## src/rtl/rv32imc_3p_pkg.sv

```systemverilog
// Shared definitions for the 3-port writeback block.
//   XLEN_DEFAULT / NREG_DEFAULT : default data width / tracked register count
//   reg_addr_t                  : 5-bit architectural register address
//   wb_src_e                    : writeback source selector
package rv32imc_3p_pkg;
  localparam int XLEN_DEFAULT = 32;
  localparam int NREG_DEFAULT = 16;

  typedef logic [4:0] reg_addr_t;

  typedef enum logic [1:0] {
    WB_ALU = 2'd0,
    WB_LSU = 2'd1,
    WB_MDU = 2'd2
  } wb_src_e;
endpackage

```

## src/rtl/rv32imc_3p_scoreboard.sv

```systemverilog
// Pending-register scoreboard.
//   clk, rst_n           : clock, synchronous active-low reset
//   set_en, set_addr     : mark a destination pending (wins over a same-cycle clear)
//   clr_en, clr_addr     : clear on an accepted LSU/MDU writeback
//   rs1_addr, rs2_addr   : decode source lookup
//   rs_hazard            : a nonzero source is pending
// Register 0 and addresses >= NREG are never pending.
module rv32imc_3p_scoreboard
  import rv32imc_3p_pkg::*;
#(
  parameter int NREG = NREG_DEFAULT
) (
  input  logic      clk,
  input  logic      rst_n,
  input  logic      set_en,
  input  reg_addr_t set_addr,
  input  logic      clr_en,
  input  reg_addr_t clr_addr,
  input  reg_addr_t rs1_addr,
  input  reg_addr_t rs2_addr,
  output logic      rs_hazard
);
  // bit 0 does not exist: x0 is never pending
  logic [NREG-1:1] pend;

  always_ff @(posedge clk) begin
    if (!rst_n) begin
      pend <= '0;
    end else begin
      for (int i = 1; i < NREG; i++) begin
        if (set_en && set_addr == 5'(i))      pend[i] <= 1'b1;
        else if (clr_en && clr_addr == 5'(i)) pend[i] <= 1'b0;
      end
    end
  end

  // match against real indices only, so out-of-range addresses read 0
  always_comb begin
    rs_hazard = 1'b0;
    for (int i = 1; i < NREG; i++) begin
      if (pend[i] && (rs1_addr == 5'(i) || rs2_addr == 5'(i))) rs_hazard = 1'b1;
    end
  end
endmodule

```

## src/rtl/rv32imc_3p_wb.sv

```systemverilog
// Writeback arbiter with pending-register scoreboard.
// Sources in fixed priority ALU > LSU > MDU; one transfer per cycle is
// registered onto the register-file write port with latency 1.
//   clk, rst_n                      : clock, synchronous active-low reset
//   alu_valid/rd/dat                : ALU result (always wins, no ready)
//   lsu_valid/ready/rd/dat          : load result handshake
//   mdu_valid/ready/rd/dat          : mul/div result handshake (macro build only)
//   sb_set, sb_set_addr             : mark long-latency destination pending
//   rs1_addr, rs2_addr, rs_hazard   : decode hazard lookup
//   c_rf_write, rd_addr, rd_dati    : register-file write port
// Macro RV32IMC_3P_WB_MDU_EN: present MDU ports and arbitrate three sources;
// undefined leaves a two-source arbiter and only LSU clears pending bits.
module rv32imc_3p_wb
  import rv32imc_3p_pkg::*;
#(
  parameter int XLEN = XLEN_DEFAULT,
  parameter int NREG = NREG_DEFAULT
) (
  input  logic            clk,
  input  logic            rst_n,
  input  logic            alu_valid,
  input  logic [4:0]      alu_rd,
  input  logic [XLEN-1:0] alu_dat,
  input  logic            lsu_valid,
  output logic            lsu_ready,
  input  logic [4:0]      lsu_rd,
  input  logic [XLEN-1:0] lsu_dat,
`ifdef RV32IMC_3P_WB_MDU_EN
  input  logic            mdu_valid,
  output logic            mdu_ready,
  input  logic [4:0]      mdu_rd,
  input  logic [XLEN-1:0] mdu_dat,
`endif
  input  logic            sb_set,
  input  logic [4:0]      sb_set_addr,
  input  logic [4:0]      rs1_addr,
  input  logic [4:0]      rs2_addr,
  output logic            rs_hazard,
  output logic            c_rf_write,
  output logic [4:0]      rd_addr,
  output logic [XLEN-1:0] rd_dati
);
  wb_src_e         src;
  logic            xfer;
  reg_addr_t       sel_rd;
  logic [XLEN-1:0] sel_dat;
  logic            clr_en;

  always_comb begin
    src     = WB_ALU;
    xfer    = 1'b0;
    sel_rd  = '0;
    sel_dat = '0;
    if (alu_valid) begin
      xfer = 1'b1; src = WB_ALU; sel_rd = alu_rd; sel_dat = alu_dat;
    end else if (lsu_valid) begin
      xfer = 1'b1; src = WB_LSU; sel_rd = lsu_rd; sel_dat = lsu_dat;
    end
`ifdef RV32IMC_3P_WB_MDU_EN
    else if (mdu_valid) begin
      xfer = 1'b1; src = WB_MDU; sel_rd = mdu_rd; sel_dat = mdu_dat;
    end
`endif
  end

  // ready is gated by reset so nothing handshakes while the block is held
  assign lsu_ready = rst_n & lsu_valid & ~alu_valid;
`ifdef RV32IMC_3P_WB_MDU_EN
  assign mdu_ready = rst_n & mdu_valid & ~alu_valid & ~lsu_valid;
`endif

  // only long-latency sources retire a pending bit
  assign clr_en = rst_n & xfer & (src != WB_ALU);

  always_ff @(posedge clk) begin
    if (!rst_n) begin
      c_rf_write <= 1'b0;
      rd_addr    <= '0;
      rd_dati    <= '0;
    end else begin
      // rd=0 is consumed but never written
      c_rf_write <= xfer && (sel_rd != '0);
      if (xfer) begin
        rd_addr <= sel_rd;
        rd_dati <= sel_dat;
      end
    end
  end

  rv32imc_3p_scoreboard #(.NREG(NREG)) u_sb (
    .clk       (clk),
    .rst_n     (rst_n),
    .set_en    (sb_set),
    .set_addr  (sb_set_addr),
    .clr_en    (clr_en),
    .clr_addr  (sel_rd),
    .rs1_addr  (rs1_addr),
    .rs2_addr  (rs2_addr),
    .rs_hazard (rs_hazard)
  );
endmodule

```

## config.mk

```make
export PLATFORM = sky130hd
export DESIGN_NAME = rv32imc_3p_wb
export DESIGN_NICKNAME = d
export VERILOG_FILES = /design/src/rtl/rv32imc_3p_pkg.sv /design/src/rtl/rv32imc_3p_scoreboard.sv /design/src/rtl/rv32imc_3p_wb.sv
export SDC_FILE = /design/constraint.sdc
export NUM_CORES = 1
export LEC_CHECK = 0
export BUFFER_PORTS_ARGS = -buffer_cell sky130_fd_sc_hd__buf_2
export CAP_MARGIN = 20
export CORE_MARGIN = 2
export CORE_UTILIZATION = 35
export DETAILED_ROUTE_END_ITERATION = 6
export PLACE_DENSITY_LB_ADDON = 0.12
export REMOVE_ABC_BUFFERS = 1
export SYNTH_ARGS = -nofsm -noshare
export SYNTH_HDL_FRONTEND = slang
export SYNTH_SLANG_ARGS = --single-unit
```

## constraint.sdc

```tcl
create_clock -name clk -period 4.93 [get_ports clk]
set_input_delay 0.986 -clock clk [delete_from_list [all_inputs] [get_ports clk]]
set_output_delay 0.986 -clock clk [all_outputs]
set_load 0.02 [all_outputs]
```

==> results.py, run 1 <==
metrics = {
    "outcome": {
        "run_status": "finished, final reports clean",
    },
    "floorplanning": {
        "pin_count": 134,
        "initial_core_util_pct": 36.3,
        "die_area_sq_mm": 0.00933,
        "coreArea_sq_mm": 0.00826,
        "die_w_microns": 96.6,
        "die_h_microns": 96.6,
        "rows": 33,
    },
    "placement": {
        "place_area_sq_mm": 0.00369,
        "dpl.cell_count": 568,
        "hpwl_mm": 6.31,
        "io_buffer_count": 133,
        "gp_congestion": 0.867,
        "dp_slack_ps": 1560,
    },
    "power_and_ir_drop": {
        "p_per_area_mw_per_mm2": 245,
        "finalPower_mw": 0.927,
        "ir_drop_mv": 0.125,
        "p_leak_nw": 1.75,
    },
    "yosys": {
        "ys_types": 52,
        "syn_area_sq_mm": 0.00300,
        "synth_xor_area_share_pct": 0,
        "async_flop_share_pct": 0,
        "synth_compound_area_share_pct": 18.9,
        "synth_top_area_cell": "dfxtp_1",
        "synth_simple_gate_area_share_pct": 26.2,
        "synthCells": 354,
        "ys_seq_elements": 53,
        "yosys_warnings": 0,
        "synth_fa_ha_area_share_pct": 0,
        "synth-main-ff-cell": "dfxtp_1",
        "netlist.area_leader.share_pct": 35.3,
        "synth_edf_count": 0,
        "synthTopCellsByArea": "dfxtp_1 35%, mux2i_1 14%, o21ai_0 8.2%, and2_1 7.7%, nand2_1 6.3%",
        "synth.avg_cell_area_sq_um": 8.48,
        "synth_mux_area_share_pct": 14.8,
        "synth_top_family_by_area": "simple AND/OR/NAND/NOR gates",
        "ys_seq_area_share_pct": 35.3,
    },
    "clock_tree": {
        "clock_sinks": 53,
        "cts-resized-gates": 0,
        "htreeDepth": 2,
        "ctsLongestPathBuffers": 2,
        "cts_buffers": 5,
        "cts-root-buf": "clkbuf_8",
        "clkTransAtPathRegs_ps": 90,
        "cts_setup_buffers": 0,
        "cts_tree": "built",
        "hold_buffers": 0,
        "clk_latency_ps": 300,
    },
    "worst_setup_path": {
        "cp.required_ps": 3940,
        "endpoint_kind": "output port",
        "arrival_ps": 2390,
        "critical_path_class": "primary input to output port",
        "path_max_fanout": 9,
        "worstSetupStartpointType": "primary input",
    },
    "route": {
        "wl_met3_microns": 509,
        "met2_length_mm": 3.92,
        "drc": 0,
        "vias": 2904,
        "drt-total-wl_mm": 8.35,
        "drt_iter0_drc": 122,
        "vias_per_cell": 5.04,
        "dr.pass1.iters": 6,
        "wire_per_inst_microns": 14.5,
        "ant_nets": 0,
        "top_layer": "met4",
        "wl_met1_mm": 3.82,
    },
    "layout": {
        "final-seq-area_sq_mm": 0.00106,
        "finalInstanceArea_sq_mm": 0.00379,
        "fillCellCount": 861,
        "area_growth_pct": 26.3,
        "antenna-diode-count": 0,
        "stdcell_count": 576,
        "final_nets": 564,
        "multi_input_area_sq_mm": 0.00180,
        "drive_gt1_share_pct": 32.1,
        "fin_util_pct": 45.9,
    },
    "worst_hold_path": {
        "hp-class": "flop to flop",
    },
    "grt": {
        "grt_usage_pct": 17.6,
        "antenna_found_initial": 0,
        "overflow": 0,
        "grt_start_max_net_pins": 66,
        "grt_pass1_vias": 2804,
        "grt_pass1_wl_mm": 13.8,
    },
    "sta": {
        "worst_pin_slew_ps": 826,
        "worst_hold_slack_ps": 472,
        "setup_viol": 0,
        "skew_ps": 0,
        "fin_crit_ps": 3380,
        "drv_slew": 0,
        "clock.fmax_mhz": 296,
        "hold_viol": 0,
        "setup_tns_ps": 0,
        "rsz0062_at_grt": "no",
        "worst_slack_ps": 1550,
        "slew_headroom_pct": 44.9,
        "period_share_pct": 68.5,
    },
    "run": {
        "drv_cap": 0,
    },
}
-- sequential cells by signal (all words and copies together), names as in the netlist --
signal,count
u_sb.pend,15
c_rf_write,1
rd_addr,5
rd_dati,32
-- cells in the final DEF (no fill, tap or decap), types with 2 or more instances in the layout --
| cell | Yosys | final |
|---|---|---|
| clkbuf_8 | 0 | 7 |
| inv_1 | 5 | 5 |
| a211oi_1 | 3 | 3 |
| nor3b_1 | 3 | 3 |
| nand4b_1 | 3 | 3 |
| buf_2 | 12 | 133 |
| nor2b_1 | 3 | 3 |
| nand4_1 | 3 | 3 |
| a21boi_1 | 12 | 12 |
| nor4b_1 | 3 | 3 |
| o21ai_0 | 49 | 49 |
| or3b_2 | 3 | 3 |
| buf_4 | 1 | 2 |
| o31ai_1 | 2 | 2 |
| nand3_1 | 5 | 5 |
| and3b_1 | 3 | 3 |
| mux2i_1 | 41 | 41 |
| dfxtp_1 | 53 | 53 |
| o211ai_1 | 3 | 3 |
| nand2_1 | 50 | 50 |
| nor4bb_1 | 3 | 3 |
| nor2_1 | 5 | 5 |
| and2_1 | 37 | 37 |
| nand2b_1 | 5 | 5 |
| o2111ai_1 | 2 | 2 |
| o21ai_1 | 8 | 8 |
-- worst max-delay path, stage by stage --
cell and delay, ps:
buf_2 180, mux4_2 510, and4b_4 220, a2111oi_4 180, nand4_1 120, buf_2 180
-- cell families after synthesis --
kind of cell,after synthesis
AND/OR/NAND/NOR,136
AO/OA/AOI/OAI,91
flip-flops,53
multiplexers,43
buffers and inverters,31
-- synth_stat cells (2+ instances only) --
cell / number
a211oi_1: 3
a21boi_1: 12
and2_1: 37
and3b_1: 3
buf_2: 12
clkbuf_1: 11
dfxtp_1: 53
inv_1: 5
mux2i_1: 41
nand2_1: 50
nand2b_1: 5
nand3_1: 5
nand4_1: 3
nand4b_1: 3
nor2_1: 5
nor2b_1: 3
nor3b_1: 3
nor4b_1: 3
nor4bb_1: 3
o2111ai_1: 2
o211ai_1: 3
o21ai_0: 49
o21ai_1: 8
o31ai_1: 2
or3b_2: 3
-- routing by layer --
metal	track usage, %	vias to the layer above
li1	-	1491
met1	22.6	1316
met3	4.70	10
met5	0	-
met2	29.4	87
met4	4.12	0
-- path summary, 6_finish.rpt --
check / endpoint / from / slack, ps / depth (start not counted)
setup / recovery: rs_hazard / rs2_addr[3] / 1550 / 6
hold / removal: rd_addr[2]$_SDFFE_PN0N_ / rd_addr[2]$_SDFFE_PN0N_ / 470 / 2
setup reg to reg: rd_dati[22]$_SDFFE_PN0N_ / rd_dati[22]$_SDFFE_PN0N_ / 4120 / 3
hold reg to reg: rd_addr[2]$_SDFFE_PN0N_ / rd_addr[2]$_SDFFE_PN0N_ / 470 / 2
-- layout make-up --
type	instances	area share, %
multi-input cells	270	47.4
flip-flops and latches	53	28.0
repair buffers	135	18.0
well taps	105	3.47
clock buffers	7	2.54
inverters	5	0.495
clock inverters	1	0.132
-- power by group --
group          total (mW)  switching (mW)  internal [mW]
registers           0.462          0.0122          0.450
clock network       0.269           0.142          0.127
logic               0.196           0.109         0.0867
total               0.927           0.263          0.664
Power figures use the tool's default switching activity.
==> inputs of run 2 (changes only) <==
Settings changed: ABC_AREA set to 1.
Clock period 4.93 ns to 3.4 ns, I/O delays scaled along.
==> run 2 against run 1 <==
  * Clock-buffer cell count down 1
  * Global-route usage up 1.5 points
  * Sequential share of layout area up 0.35 points
  * Die area down 3.3%
  * Power up 42%
  * Via count up 12%
  * First-iteration DRC count up 29%
  * Register-to-register slack worse by 1500 ps
  * Critical path type unchanged
  * Highest routed layer unchanged
==> results.py, run 2 <==
metrics = {
    "outcome": {
        "run_status": "finished, final reports clean",
    },
    "sta": {
        "setup_viol": 0,
        "drv_slew": 0,
        "skew_ps": 0,
        "setup_tns_ps": 0,
        "hold_viol": 0,
        "rsz0062_at_grt": "no",
        "clock.fmax_mhz": 409,
        "slew_headroom_pct": 57.9,
        "worst_pin_slew_ps": 631,
        "fin_crit_ps": 2440,
        "period_share_pct": 71.9,
    },
    "floorplanning": {
        "coreArea_sq_mm": 0.00813,
        "die_h_microns": 95.0,
        "initial_core_util_pct": 35.6,
        "rows": 33,
        "pin_count": 134,
        "die_area_sq_mm": 0.00902,
        "die_w_microns": 95.0,
    },
    "yosys": {
        "synthTopCellsByArea": "dfxtp_1 37%, nand2_1 30%, inv_1 9.5%, nand3_1 6.9%, nor2_1 4.8%",
        "netlist.area_leader.share_pct": 36.6,
        "yosys_warnings": 0,
        "syn_area_sq_mm": 0.00290,
        "ys_seq_area_share_pct": 36.6,
        "synth_top_cells_by_count": "228 x nand2_1, 73 x inv_1, 53 x dfxtp_1",
        "synth.avg_cell_area_sq_um": 5.85,
        "ys_types": 18,
        "ys_seq_elements": 53,
        "synth-main-ff-cell": "dfxtp_1",
        "yosysMostFrequentCell": "nand2_1",
        "synthCells": 495,
        "synth_edf_count": 0,
        "async_flop_share_pct": 0,
        "synth_top_area_cell": "dfxtp_1",
    },
    "placement": {
        "hpwl_mm": 6.68,
        "io_buffer_count": 133,
        "gp_congestion": 0.973,
        "place_area_sq_mm": 0.00365,
    },
    "worst_setup_path": {
        "arrival_ps": 1760,
        "worstSetupStartpointType": "primary input",
        "cp.required_ps": 2720,
        "ff2ff_path_depth": 3,
        "critical_path_class": "primary input to output port",
        "crit_path_top_delay_cell": "nor2_1",
        "cpPeakStageDelay_ps": 220,
        "critPathBufInv": 4,
        "critPathTopFamily": "simple AND/OR/NAND/NOR gates",
        "cp_common_cell": "nand2_1",
        "path_cells": "buf_2, inv_1, nor2_1, nand3_1, nand2_1, nand2_1, nand2_1, inv_1, nand2_1, nor2_1, nand2_1, buf_2",
        "cp.depth": 12,
        "endpoint_kind": "output port",
        "path_max_fanout": 5,
    },
    "route": {
        "drt-total-wl_mm": 8.35,
        "ant_nets": 0,
        "vias_per_cell": 4.46,
        "drt_iter0_drc": 157,
        "dr.pass1.iters": 4,
        "drc": 0,
        "wire_per_inst_microns": 11.5,
        "vias": 3250,
    },
    "layout": {
        "finalInstanceArea_sq_mm": 0.00374,
        "antenna-diode-count": 0,
        "final_common_cell": "nand2_1",
        "area_growth_pct": 29.2,
        "largest_reg_flops": 32,
        "final_nets": 717,
        "fin_util_pct": 46.0,
        "reg.largest.list": "rd_dati x32, u_sb.pend x15, rd_addr x5",
        "layout_common_cells": "228 x nand2_1, 133 x buf_2, 73 x inv_1",
        "registers.top_by_ff_count": "rd_dati",
        "drive_gt1_share_pct": 23.8,
    },
    "clock_tree": {
        "cts_setup_buffers": 0,
        "clk_latency_ps": 300,
        "cts_tree": "built",
        "htreeDepth": 2,
        "hold_buffers": 0,
        "cts-resized-gates": 0,
        "clock_sinks": 53,
        "ctsLongestPathBuffers": 2,
        "clkTransAtPathRegs_ps": 90,
        "cts-root-buf": "clkbuf_8",
        "cts_buffers": 5,
    },
    "power_and_ir_drop": {
        "p_leak_nw": 2.24,
        "clkPwrFrac_pct": 27.6,
        "switchingPower_mw": 0.394,
        "pwr-share-seq_pct": 50.9,
        "p_per_area_mw_per_mm2": 351,
        "ir_drop_mv": 0.172,
        "finalPower_mw": 1.31,
        "intPower_mw": 0.921,
        "p_sw_share_pct": 30.0,
        "p_comb_share_pct": 21.5,
    },
    "grt": {
        "antenna_found_initial": 0,
        "grt_usage_pct": 19.1,
        "gr-usage-met3_pct": 5.03,
        "grt_util_met1_pct": 24.4,
        "grt_start_max_net_pins": 31,
        "grt.busiest_layer": "met2",
        "overflow": 0,
        "use_met2_pct": 32.1,
        "grt_pass1_wl_mm": 13.6,
        "grt_pass1_vias": 2930,
    },
    "run": {
        "drv_cap": 0,
    },
    "worst_hold_path": {
        "hp-class": "flop to flop",
        "hold_depth": 2,
    },
}
==> run 2: cell types whose count changed after synthesis, moves of 5 or more <==
cell | previous run | this run
a22oi_1 | 0 | 16
and2_1 | 37 | 0
mux2i_1 | 41 | 0
nand3_1 | 5 | 40
o21ai_1 | 8 | 0
nand2b_1 | 5 | 0
nor2_1 | 5 | 37
inv_1 | 5 | 73
nand2_1 | 50 | 228
o21ai_0 | 49 | 4
a21boi_1 | 12 | 0
buf_2 | 12 | 2
a21oi_1 | 1 | 16
==> run 2: worst paths after layout <==
path / end / startpoint / slack, ps
worst max-delay path: rs_hazard / rs2_addr[2] / 960
worst min register to register: u_sb.pend[14]$_SDFFE_PN0P_ / u_sb.pend[14]$_SDFFE_PN0P_ / 470
worst max register to register: rd_addr[1]$_SDFFE_PN0N_ / rd_addr[1]$_SDFFE_PN0N_ / 2620
worst min-delay path: u_sb.pend[14]$_SDFFE_PN0P_ / u_sb.pend[14]$_SDFFE_PN0P_ / 470
==> run 2: metal layers <==
layer	share of wire, %	wire, microns	vias up
met2	48	3970	83
met5	0	0	-
li1	-	-	1761
met1	45	3750	1396
met4	1.2	100	0
met3	6.3	525	10
==> run 2: power by group through the flow <==
stage	combinational, mW	sequential, mW	clock [mW]
6_report	0.283	0.669	0.363
4_1_cts	0.286	0.669	0.375
3_3_place_gp	0.284	0.683	0
2_1_floorplan	0.113	0.718	0
5_1_grt	0.320	0.673	0.399
3_5_place_dp	0.286	0.682	0
==> run 2: final cells by class <==
type                       instances  area [sq um]
multi-input combinational        352          1490
clock inverter                     1          7.51
inverter                          73           274
timing repair buffer             138           703
tap                              105           131
sequential                        53          1060
fill                             880          4390
clock buffer                       6          82.6
==> run 2: cells by family after synthesis <==
kind of cell	after synthesis	synth area share (%)
AO/OA/AOI/OAI	40	8.46
AND/OR/NAND/NOR	312	42.8
buffers and inverters	90	12.1
flip-flops	53	36.6
==> run 2: worst register-to-register path, delay by kind of cell (launching register included) <==
kind,cells,cell delay [ps]
flops,1,350
simple gates,1,270
compound gates,1,60
buf+inv,1,50
==> run 2: through the flow <==
stage | hold WS (ps) | instances | setup slack [ps]
floorplan | 435 | 478 | 1320
CTS | 479 | 728 | 964
detailed placement | 466 | 721 | 967
global placement | 462 | 721 | 967
global route | 496 | 728 | 802
finish | 474 | 728 | 956
